`src/rtl/swiss_timer_pkg.sv`:
```
// Shared constants and types for the stopwatch time counter.
package swiss_timer_pkg;

  localparam int DIGIT_W          = 4;
  localparam int DIGIT_MAX        = 9;
  localparam int SEC_TENS_MAX     = 5;
  localparam int MIN_TENS_MAX     = 5;
  localparam int TICK_DIV_DEFAULT = 1_000_000;
  localparam int DIV_W_DEFAULT    = 20;

  // One full MM:SS.cc reading, most significant digit first.
  typedef struct packed {
    logic [DIGIT_W-1:0] min_tens;
    logic [DIGIT_W-1:0] min_ones;
    logic [DIGIT_W-1:0] sec_tens;
    logic [DIGIT_W-1:0] sec_ones;
    logic [DIGIT_W-1:0] centi_tens;
    logic [DIGIT_W-1:0] centi_ones;
  } time_t;

endpackage

```
`src/rtl/swiss_time_counter_bcd_digit.sv`:
```
// One BCD digit of the time chain: counts 0..MAX on carry_in and
// passes a carry on to the next digit in the same cycle it wraps.
module bcd_digit
  import swiss_timer_pkg::*;
#(
  parameter int MAX = DIGIT_MAX
) (
  input  logic               clock100MHz,
  input  logic               reset,
  input  logic               clear,
  input  logic               carry_in,
  output logic [DIGIT_W-1:0] digit,
  output logic               carry_out
);

  localparam logic [DIGIT_W-1:0] MAX_V = DIGIT_W'(MAX);

  logic [DIGIT_W-1:0] count_q;

  // Digit register: clear wins, otherwise advance and wrap on carry_in.
  always_ff @(posedge clock100MHz or posedge reset) begin
    if (reset) begin
      count_q <= '0;
    end else if (clear) begin
      count_q <= '0;
    end else if (carry_in) begin
      count_q <= (count_q == MAX_V) ? '0 : count_q + 1'b1;
    end
  end

  assign digit     = count_q;
  assign carry_out = carry_in & (count_q == MAX_V);

endmodule

```
`src/rtl/swiss_time_counter.sv`:
```
// Centisecond time base plus MM:SS.cc BCD counter with lap freeze.
// The prescaler produces a one-cycle tick every TICK_DIV enabled cycles;
// six chained BCD digits ripple the carry in a single cycle. A lap
// rising edge toggles between showing the live count and a snapshot.
module swiss_time_counter
  import swiss_timer_pkg::*;
#(
  parameter int TICK_DIV = TICK_DIV_DEFAULT,
  parameter int DIV_W    = DIV_W_DEFAULT
) (
  input  logic               clock100MHz,
  input  logic               reset,
  input  logic               count_Enable,
  input  logic               clear,
  input  logic               lap,
  output logic [DIGIT_W-1:0] centi_Ones,
  output logic [DIGIT_W-1:0] centi_Tens,
  output logic [DIGIT_W-1:0] sec_Ones,
  output logic [DIGIT_W-1:0] sec_Tens,
  output logic [DIGIT_W-1:0] min_Ones,
  output logic [DIGIT_W-1:0] min_Tens,
  output logic               lap_Active,
  output logic               rollover
);

  localparam logic [DIV_W-1:0] DIV_LAST = DIV_W'(TICK_DIV - 1);

  logic [DIV_W-1:0] div_q;
  logic             tick;
  logic             c_centi_ones, c_centi_tens, c_sec_ones;
  logic             c_sec_tens, c_min_ones, c_min_tens;
  time_t            live;
  time_t            snap_q;
  time_t            disp;
  logic             lap_q;
  logic             lap_active_q;
  logic             rollover_q;
  logic             lap_rise;

  // Clear suppresses the tick so nothing downstream can advance that cycle.
  assign tick     = count_Enable & ~clear & (div_q == DIV_LAST);
  assign lap_rise = lap & ~lap_q;

  // Prescaler: advances only while enabled, so a pause keeps the phase.
  always_ff @(posedge clock100MHz or posedge reset) begin
    if (reset) begin
      div_q <= '0;
    end else if (clear) begin
      div_q <= '0;
    end else if (count_Enable) begin
      div_q <= (div_q == DIV_LAST) ? '0 : div_q + 1'b1;
    end
  end

  bcd_digit #(.MAX(DIGIT_MAX)) u_centi_ones (
    .clock100MHz(clock100MHz), .reset(reset), .clear(clear),
    .carry_in(tick), .digit(live.centi_ones), .carry_out(c_centi_ones)
  );

  bcd_digit #(.MAX(DIGIT_MAX)) u_centi_tens (
    .clock100MHz(clock100MHz), .reset(reset), .clear(clear),
    .carry_in(c_centi_ones), .digit(live.centi_tens), .carry_out(c_centi_tens)
  );

  bcd_digit #(.MAX(DIGIT_MAX)) u_sec_ones (
    .clock100MHz(clock100MHz), .reset(reset), .clear(clear),
    .carry_in(c_centi_tens), .digit(live.sec_ones), .carry_out(c_sec_ones)
  );

  bcd_digit #(.MAX(SEC_TENS_MAX)) u_sec_tens (
    .clock100MHz(clock100MHz), .reset(reset), .clear(clear),
    .carry_in(c_sec_ones), .digit(live.sec_tens), .carry_out(c_sec_tens)
  );

  bcd_digit #(.MAX(DIGIT_MAX)) u_min_ones (
    .clock100MHz(clock100MHz), .reset(reset), .clear(clear),
    .carry_in(c_sec_tens), .digit(live.min_ones), .carry_out(c_min_ones)
  );

  bcd_digit #(.MAX(MIN_TENS_MAX)) u_min_tens (
    .clock100MHz(clock100MHz), .reset(reset), .clear(clear),
    .carry_in(c_min_ones), .digit(live.min_tens), .carry_out(c_min_tens)
  );

  // Lap edge tracking, snapshot capture, and the registered wrap pulse.
  always_ff @(posedge clock100MHz or posedge reset) begin
    if (reset) begin
      lap_q        <= 1'b0;
      lap_active_q <= 1'b0;
      snap_q       <= '0;
      rollover_q   <= 1'b0;
    end else begin
      lap_q      <= lap;
      rollover_q <= c_min_tens;
      if (clear) begin
        lap_active_q <= 1'b0;
        snap_q       <= '0;
      end else if (lap_rise) begin
        if (!lap_active_q) begin
          snap_q       <= live;
          lap_active_q <= 1'b1;
        end else begin
          lap_active_q <= 1'b0;
        end
      end
    end
  end

  // Display mux selects between two register banks only.
  assign disp       = lap_active_q ? snap_q : live;
  assign centi_Ones = disp.centi_ones;
  assign centi_Tens = disp.centi_tens;
  assign sec_Ones   = disp.sec_ones;
  assign sec_Tens   = disp.sec_tens;
  assign min_Ones   = disp.min_ones;
  assign min_Tens   = disp.min_tens;
  assign lap_Active = lap_active_q;
  assign rollover   = rollover_q;

endmodule

```
`config.mk`:
```
export PLATFORM = sky130hd
export DESIGN_NAME = swiss_time_counter
export DESIGN_NICKNAME = d
export VERILOG_FILES = /design/src/rtl/swiss_timer_pkg.sv /design/src/rtl/swiss_time_counter_bcd_digit.sv /design/src/rtl/swiss_time_counter.sv
export SDC_FILE = /design/constraint.sdc
export NUM_CORES = 1
export LEC_CHECK = 0
export ABC_AREA = 1
export BUFFER_PORTS_ARGS = -buffer_cell sky130_fd_sc_hd__buf_2
export CAP_MARGIN = 40
export CORE_UTILIZATION = 50
export CTS_CLUSTER_DIAMETER = 80
export DETAILED_ROUTE_END_ITERATION = 8
export GPL_ROUTABILITY_DRIVEN = 0
export PLACE_DENSITY = 0.68
export SYNTH_ARGS = -nofsm -noshare
export SYNTH_HDL_FRONTEND = slang
export SYNTH_SLANG_ARGS = --single-unit
```
`constraint.sdc`:
```
create_clock -name clock100MHz -period 3.55 [get_ports clock100MHz]
set_input_delay 0.71 -clock clock100MHz [delete_from_list [all_inputs] [get_ports clock100MHz]]
set_output_delay 0.71 -clock clock100MHz [all_outputs]
set_load 0.02 [all_outputs]
```
**Word-level counts from Yosys, hierarchy flattened**

Cells that the tools add are included.

- Equal/unequal tests: 7
- Multiplexer cells: 27
- Add/subtract/negate cells: 7
- Bitwise operators: 11
- Reduce and logical (&&, ||, !) cells: 8

Operator list:

| cell | number |
|---|---|
| 24-bit two-way mux | 3 |
| 4-bit two-way mux | 18 |
| 20-bit two-way mux | 3 |
| 4-bit by 1-bit adder with 4-bit output (second input constant) | 6 |
| 20-bit by 1-bit adder with 20-bit output (second input constant) | 1 |
| 20-bit == test (second input constant) | 1 |
| 4-bit == test (second input constant) | 4 |
| 2-bit nonzero test | 8 |
| 1-bit bitwise AND | 9 |
| 4-bit by 3-bit == test with 1-bit output (second input constant) | 2 |
| 1-bit two-way mux | 3 |
| 1-bit inverter | 2 |

- Bits in registers: 71
- Input port bits: 5
- Output and inout port bits: 26
- Word-level logic and storage cells: 76

**Longest topological paths before layout**

Gate-level depths: netlist of run 1.

- Depth in word-level cells: 10
- Gate-level depth with buffers: 11
- Mapped depth without buffers: 10

**Modules after synthesis**

Synthesis of run 1 repeated with hierarchy kept, for this count alone.

- Cell total of the unflattened synthesis: 595
- Area, all modules: 4222.8 um2

By module, submodules not included:

| module | seq. area each (um2) | area an instance (um2) | times used | cells each |
|---|---|---|---|---|
| swiss_time_counter | 1176.1 | 2613.8 | 1 | 365 |
| bcd_digit (u_centi_ones ...) | 100.1 | 269.0 | 4 | 37 |
| bcd_digit (u_min_tens ...) | 100.1 | 266.5 | 2 | 41 |

**Worst setup path after synthesis of run 1**

No wires, ideal clock.

- Path type: register to output
- From: register lap_active_q (netlist: lap_Active)
- To: output port centi_Ones[3]
- Setup slack: 1.444 ns
- Arrival time: 1.396 ns
- Path buffers: 2
- Data required time: 2.840 ns
- Cell stages (with the launch flop): 4
- Cells stage by stage: dfrtp_1 clkbuf_1 clkbuf_1 o21ai_0

- Cells in the longest elaborated chain, start to end: 1

RTL lines:

| what | RTL line | text |
|---|---|---|
| start, declared | swiss_time_counter.sv:36 | `logic lap_active_q;` |
| start signal, assigned | swiss_time_counter.sv:89 | `lap_active_q <= 1'b0;` |
| start signal, assigned | swiss_time_counter.sv:96 | `lap_active_q <= 1'b0;` |
| start signal, assigned | swiss_time_counter.sv:101 | `lap_active_q <= 1'b1;` |
| 24-bit two-way mux | - |  |
| end, declared | swiss_time_counter.sv:16 | `output logic [DIGIT_W-1:0] centi_Ones,` |

Every way passes these cells.

**Worst setup path in the final report of run 1**

- From: register lap_active_q (netlist: lap_Active)
- To: output port sec_Tens[3]

- Cells in the longest elaborated chain, start to end: 1

RTL lines:

| what | RTL line | text |
|---|---|---|
| 24-bit two-way mux | - |  |
| end, declared | swiss_time_counter.sv:19 | `output logic [DIGIT_W-1:0] sec_Tens,` |

Every way passes these cells.

==> out/metrics.yaml, run 1 <==
cts:
  numCtsBuffers: 9
  clock_path_buffers: 2
  h-tree-depth: 3
  worstSkewPairLatency_ps: 350
  cts-hold-fix-buffers: 0
  post_cts_resize_count: 0
  sink_count: 71
  cts-root-buf: "sky130_fd_sc_hd__clkbuf_8"
  clkSlewWorstSetupHoldPaths_ps: 80
  tritoncts: "built"
  postCtsSetupRepairBufs: 0
layout:
  finalInstanceArea_um2: 4480
  utilization: 0.580
  n_antenna_cell: 0
  layout-drive-gt1-share: 0.131
  most_common_cell_after_layout_fill_and_taps_aside: "sky130_fd_sc_hd__nand2_1"
  syn2layout_area_growth_pct: 11.9
  stdcell_count: 669
  leading_cell_types_in_the_layout_fill_and_taps_excluded: "sky130_fd_sc_hd__nand2_1, sky130_fd_sc_hd__dfrtp_1, sky130_fd_sc_hd__nand3_1, sky130_fd_sc_hd__inv_1, sky130_fd_sc_hd__o21ai_0"
  layout.nets: 578
worst_setup_path:
  reg2reg_slack_ps: 1730
  worstPathCellList: "buf_4, o21ai_0, buf_2"
  critical_path_required_ps: 2840
  crit_path_top_delay_cell: "sky130_fd_sc_hd__o21ai_0"
  worst_setup_path_endpoint: "sec_Tens[3]"
  timing.critical_path.depth: 3
  cp.buffers_inverters: 2
  reg2regPathDepth: 8
  arrival_ps: 1630
  crit_path_end_kind: "primary output"
  slowest_delay_ps: 410
  crit_family: "buffers and inverters"
  critical_path.max_fanout: 48
  timing.rr.end: "div_q[18]"
  r2r_start: "div_q[0]"
  timing.critical_path.from_type: "flip-flop"
  worstSetupStartpoint: "lap_Active"
  crit_type: "flip-flop to primary output"
synth:
  synth_flop_cell: "sky130_fd_sc_hd__dfrtp_1"
  post_synth_inst_count: 531
  yosys_warnings: 0
  ys_async_sr_fraction: 1.00
  postSynthAreaPerCell_um2: 7.54
  synth-seq-area-share: 0.443
  synth-edff-count: 0
  synth.net_count: 547
  netlist-cell-type-count: 37
  postSynthRegisterBits: 71
  syn-cell-area_um2: 4010
timing:
  layout_min_cycle_time_ps: 2340
  highest_achievable_clock_rate_mhz: 427
  fin_worst_skew_ps: 10.6
  finalHoldViolations: 0
  grt_setup_unrepaired: "no"
  fin_setup_tns_ps: 0
  setup-violations-final: 0
  drv_slew: 0
  worst-slew-pin-transition_ps: 634
  holdWs_ps: 436
  final.period_utilization: 0.659
  slew_headroom: 0.577
routing:
  wl_per_cell_um: 13.6
  drt-vias-per-instance: 5.32
  ant_nets: 0
  detailedRoute.firstPassIterationCount: 4
  routed_wl_um: 9090
  initialDrtViolationCount: 200
  detail_route.drc_violations: 0
  routed-via-count: 3561
power_and_ir_drop:
  comb_power_share: 0.130
  p_switching_mw: 0.533
  leakagePower_nw: 2.22
  vdd_ir_drop_max_uv: 244
  clock_power_share: 0.393
  power-per-cell-area_nw_per_um2: 412
  cellInternalPower_mw: 1.31
  p_seq_frac: 0.478
  netSwitchingFraction: 0.289
status:
  run_status: "finished clean"
placement:
  detailedPlacementHpwl_um: 6310
  i_o_buffers: 30
  dpl.cell_count: 653
  dpl-instance-area_um2: 4260
die:
  die-height_um: 91.5
  overall_die_width_um: 91.5
  top_level_ports: 31
  start_util: 0.518
  core_area_um2: 7730
  floorplan.die_area_um2: 8380
  fp-row-count: 32
worst_hold_path:
  kind_of_path_behind_the_tightest_hold_check: "input port to async pin"
flow_run:
  drv.max_cap_violation_count: 0
grt:
  grt_start_max_net_pins: 49
  grt-ovfl-total: 0
  grt_use_total: 0.242
  first_global_vias: 3434
  grt_antenna_before_repair: 0
  grt_first_pass_wirelength_um: 16200
## power by group through the flow
stage | logic (mW) | registers (mW) | clock network, mW
final | 0.239 | 0.882 | 0.725
after global routing | 0.279 | 0.886 | 0.768
after CTS | 0.242 | 0.881 | 0.737
after detailed placement | 0.243 | 0.894 | 0
after global placement | 0.237 | 0.894 | 0
after floorplan | 0.175 | 0.885 | 0
## registers in the layout, indices dropped and copies added (netlist names)
| name | count |
|---|---|
| rollover | 1 |
| u_sec_tens.digit | 4 |
| u_centi_tens.digit | 4 |
| lap_Active | 1 |
| div_q | 20 |
| lap_q | 1 |
| snap_q | 24 |
| u_min_ones.digit | 4 |
| u_centi_ones.digit | 4 |
| u_sec_ones.digit | 4 |
| u_min_tens.digit | 4 |
## synth_stat cells (2+ instances only)
| library cell | n | area, um^2 |
|---|---|---|
| sky130_fd_sc_hd__inv_2 | 2 | 7.51 |
| sky130_fd_sc_hd__clkinv_1 | 2 | 7.51 |
| sky130_fd_sc_hd__nand2_2 | 2 | 12.5 |
| sky130_fd_sc_hd__dfrtp_1 | 71 | 1780 |
| sky130_fd_sc_hd__nor2_2 | 6 | 37.5 |
| sky130_fd_sc_hd__buf_2 | 3 | 15.0 |
| sky130_fd_sc_hd__buf_1 | 2 | 7.51 |
| sky130_fd_sc_hd__nand2_1 | 162 | 608 |
| sky130_fd_sc_hd__o21ai_1 | 6 | 30.0 |
| sky130_fd_sc_hd__nand3_1 | 60 | 300 |
| sky130_fd_sc_hd__xor2_1 | 9 | 78.8 |
| sky130_fd_sc_hd__nand3b_1 | 2 | 15.0 |
| sky130_fd_sc_hd__clkbuf_1 | 11 | 41.3 |
| sky130_fd_sc_hd__ha_1 | 11 | 138 |
| sky130_fd_sc_hd__o22ai_1 | 6 | 37.5 |
| sky130_fd_sc_hd__nor3_2 | 3 | 30.0 |
| sky130_fd_sc_hd__inv_1 | 55 | 206 |
| sky130_fd_sc_hd__nand3_2 | 2 | 20.0 |
| sky130_fd_sc_hd__a21oi_1 | 8 | 40.0 |
| sky130_fd_sc_hd__nor2_1 | 36 | 135 |
| sky130_fd_sc_hd__nor4_1 | 4 | 25.0 |
| sky130_fd_sc_hd__nand4_1 | 3 | 18.8 |
| sky130_fd_sc_hd__nor3_1 | 6 | 30.0 |
| sky130_fd_sc_hd__o32ai_1 | 2 | 17.5 |
| sky130_fd_sc_hd__o21ai_0 | 44 | 220 |
| sky130_fd_sc_hd__xnor2_1 | 2 | 17.5 |
## worst register-to-register path: stages, from the launching register on
cell,delay (ps)
sky130_fd_sc_hd__dfrtp_1,390
sky130_fd_sc_hd__ha_1,210
sky130_fd_sc_hd__nand3_2,140
sky130_fd_sc_hd__nor3_2,230
sky130_fd_sc_hd__nand2_1,180
sky130_fd_sc_hd__nor2_2,160
sky130_fd_sc_hd__nand3_2,130
sky130_fd_sc_hd__o21ai_0,180
sky130_fd_sc_hd__a21oi_1,80
## metrics by stage
stage	setup WS, ps	power, mW
3_5_place_dp	1120	1.14
4_1_cts	1220	1.86
2_1_floorplan	1040	1.06
5_1_grt	1160	1.93
3_3_place_gp	1200	1.13
6_report	1210	1.85
## logic make-up (layout without fill, tap and decap cells)
family | after synthesis | in the layout | synth area share
simple gates | 292 | 292 | 0.330
xor+xnor | 11 | 11 | 0.0240
flops | 71 | 71 | 0.443
compound gates | 70 | 70 | 0.0940
fa+ha+maj | 11 | 11 | 0.0344
buf+inv | 76 | 112 | 0.0740
## how the worst min path moves through the flow
stage	from	endpoint	slack, ps	cells after the start
2_1_floorplan	u_centi_ones.digit[1]	u_centi_ones.digit[1]	470	2
3_3_place_gp	snap_q[19]	snap_q[19]	490	2
3_5_place_dp	snap_q[13]	snap_q[13]	500	2
4_1_cts	reset	div_q[16]	450	2
5_1_grt	lap	lap_q	470	1
6_report	reset	div_q[15]	440	2
## cell type report
type                       instances  area [um^2]
clock buffer                       9          124
clock inverter                     7         96.3
fill                             703         3250
inverter                          59          221
multi-input combinational        384         1930
sequential                        71         1780
tap                              102          128
timing repair buffer              37          203
## metal layers
layer | up-vias | part of all wire | global-route usage
met5 | - | 0 | 0
met4 | 0 | 0.013 | 0.0952
met3 | 11 | 0.040 | 0.0360
met2 | 89 | 0.47 | 0.378
met1 | 1686 | 0.48 | 0.337
li1 | 1775 | - | -
No activity file was read; power rests on OpenSTA's default activity.
==> run 2, diff against run 1 <==
Clock period 3.55 ns to 2.4 ns, I/O delays scaled along.
==> run 2 against run 1 <==
Highest routed layer unchanged. Sequential power is 47% higher. Die area unchanged. Critical endpoint is now centi_Ones[3]. Non-clock buffer count is the same. Final cell count unchanged. Count of clock-buffer cells in the layout unchanged. Largest power group unchanged.
==> out/metrics.yaml, run 2 (synthesis results as in run 1) <==
status:
  run_status: "finished clean"
routing:
  initialDrtViolationCount: 226  # +13%
  routed_wl_um: 8770  # -3.6%
  wl_per_cell_um: 13.1  # -3.6%
  routed-via-count: 3492  # -1.9%
  drt-vias-per-instance: 5.22  # -1.9%
  ant_nets: 0  # unchanged
  detail_route.drc_violations: 0  # unchanged
  detailedRoute.firstPassIterationCount: 4  # unchanged
layout:
  syn2layout_area_growth_pct: 11.9  # about the same
  fillers: 730  # +3.8%
  largest_reg_flops: 24  # unchanged
  biggestRegsByFlops: "snap_q (24), div_q (20)"
  registers.top_by_ff_count: "snap_q"
  n_antenna_cell: 0  # unchanged
  layout-drive-gt1-share: 0.131  # unchanged
  layout.nets: 578  # unchanged
  multiInputGateArea_um2: 1930  # unchanged
  seqCellArea_um2: 1780  # unchanged
  most_common_cell_after_layout_fill_and_taps_aside: "sky130_fd_sc_hd__nand2_1"
  leading_cell_types_in_the_layout_fill_and_taps_excluded: "sky130_fd_sc_hd__nand2_1, sky130_fd_sc_hd__dfrtp_1, sky130_fd_sc_hd__nand3_1, sky130_fd_sc_hd__inv_1, sky130_fd_sc_hd__o21ai_0"
die:
  start_util: 0.518  # unchanged
  floorplan.die_area_um2: 8380  # unchanged
  core_area_um2: 7730  # unchanged
  die-height_um: 91.5  # unchanged
  overall_die_width_um: 91.5  # unchanged
  fp-row-count: 32  # unchanged
  top_level_ports: 31  # unchanged
worst_setup_path:
  arrival_ps: 1680  # +50 ps
  crit_path_top_delay_cell: "sky130_fd_sc_hd__dfrtp_1"
  crit_path_end_kind: "primary output"
  slowest_delay_ps: 520  # +110 ps
  crit_type: "flip-flop to primary output"
  worstPathCellList: "buf_12, o21ai_0, buf_2"
  timing.critical_path.from_type: "flip-flop"
  critical_path.max_fanout: 36  # -25%
  critical_path_required_ps: 1920  # -920 ps
timing:
  fin_ws_ps: 241  # -969 ps
  final.period_utilization: 0.900
  fin_worst_skew_ps: 11.8  # +1.18 ps
  drv_slew: 0  # unchanged
  setup-violations-final: 0  # unchanged
  highest_achievable_clock_rate_mhz: 463
  fin_setup_tns_ps: 0  # unchanged
  slew_headroom: 0.718  # +0.141
  worst-slew-pin-transition_ps: 420  # -213 ps
  holdWs_ps: 190  # -246 ps
  grt_setup_unrepaired: "no"
  layout_min_cycle_time_ps: 2160
  finalHoldViolations: 0  # unchanged
grt:
  grt_use_total: 0.230  # -0.0123
  grt-ovfl-total: 0  # unchanged
  grt_start_max_net_pins: 72  # +47%
  grt_first_pass_wirelength_um: 15300  # -5.5%
  grt_antenna_before_repair: 0  # unchanged
  first_global_vias: 3252  # -5.3%
power_and_ir_drop:
  netSwitchingFraction: 0.296  # +0.00756
  leakagePower_nw: 2.23  # +0.23%
  power-per-cell-area_nw_per_um2: 584  # +42%
  comb_power_share: 0.134  # +0.004
  clock_power_share: 0.368  # -0.025
  p_seq_frac: 0.498  # +0.020
  cellInternalPower_mw: 1.84  # +40%
  p_switching_mw: 0.776  # +46%
  vdd_ir_drop_max_uv: 433  # +78%
cts:
  numCtsBuffers: 9  # unchanged
  clkSlewWorstSetupHoldPaths_ps: 80  # about the same
  sink_count: 71  # unchanged
  post_cts_resize_count: 0  # unchanged
  postCtsSetupRepairBufs: 0  # unchanged
  cts-hold-fix-buffers: 0  # unchanged
  tritoncts: "built"
  cts-root-buf: "sky130_fd_sc_hd__clkbuf_8"
  worstSkewPairLatency_ps: 350  # about the same
  h-tree-depth: 3  # unchanged
  clock_path_buffers: 2  # unchanged
flow_run:
  drv.max_cap_violation_count: 0  # unchanged
placement:
  pre_cts_slack_ps: 466  # -657 ps
  i_o_buffers: 30  # unchanged
  detailedPlacementHpwl_um: 6190  # -1.9%
worst_hold_path:
  kind_of_path_behind_the_tightest_hold_check: "input port to async pin"
run 2: changes by cell type in the layout (fill, tap and decap cells not counted), sizes merged:
cell	change
clkinvlp	-2
inv	-1
clkinv	+4
bufinv	-1
run 2: cell type report:
| class | instances | share of cell area |
|---|---|---|
| tap | 102 | 0.0285 |
| inverter | 59 | 0.0494 |
| timing repair buffer | 37 | 0.0508 |
| clock inverter | 7 | 0.0165 |
| clock buffer | 9 | 0.0276 |
| sequential | 71 | 0.396 |
| multi-input combinational | 384 | 0.431 |
run 2: stage by stage:
| stage | util | total power [mW] | cell area [um^2] | instances |
|---|---|---|---|---|
| 2_1_floorplan | - | 1.57 | 4010 | 531 |
| 4_1_cts | 0.580 | 2.66 | 4480 | 669 |
| 5_1_grt | 0.580 | 2.76 | 4480 | 669 |
| 3_5_place_dp | 0.555 | 1.68 | 4290 | 653 |
| 3_3_place_gp | 0.555 | 1.68 | 4290 | 653 |
| 6_report | 0.580 | 2.62 | 4480 | 669 |
run 2: critical path: cells and delay by family, from the launching register on:
kind	cells	cell delay [ps]
flip-flops	1	520
AO/OA/AOI/OAI	1	320
buffers and inverters	2	460
run 2: path summary, 6_finish.rpt:
path                                        from               endpoint  slack (ps)  cells past startpoint
min                                        reset              div_q[14]         190                      3
max reg2reg                             div_q[0]    u_min_tens.digit[1]         610                      9
min reg2reg                u_centi_ones.digit[1]  u_centi_ones.digit[1]         510                      2
max in group asynchronous                  reset              snap_q[2]        1900                      3
min in group clock100MHz                     lap                  lap_q         250                      1
max                                   lap_Active          centi_Ones[3]         240                      3
run 2: power by group through the flow:
| stage | Clock, mW | Sequential [mW] | Combinational [mW] |
|---|---|---|---|
| after floorplan | 0 | 1.31 | 0.258 |
| after global placement | 0 | 1.33 | 0.349 |
| after detailed placement | 0 | 1.33 | 0.355 |
| after CTS | 0.995 | 1.30 | 0.358 |
| after global routing | 1.04 | 1.31 | 0.403 |
| final | 0.963 | 1.30 | 0.352 |
run 2: layer usage:
metal  up-vias  track usage  part of all wire
met5         -            0                 0
met4         0       0.0754             0.014
met3        12       0.0427             0.035
met2        69        0.348              0.45
met1      1626        0.330              0.50
li1       1785            -                 -
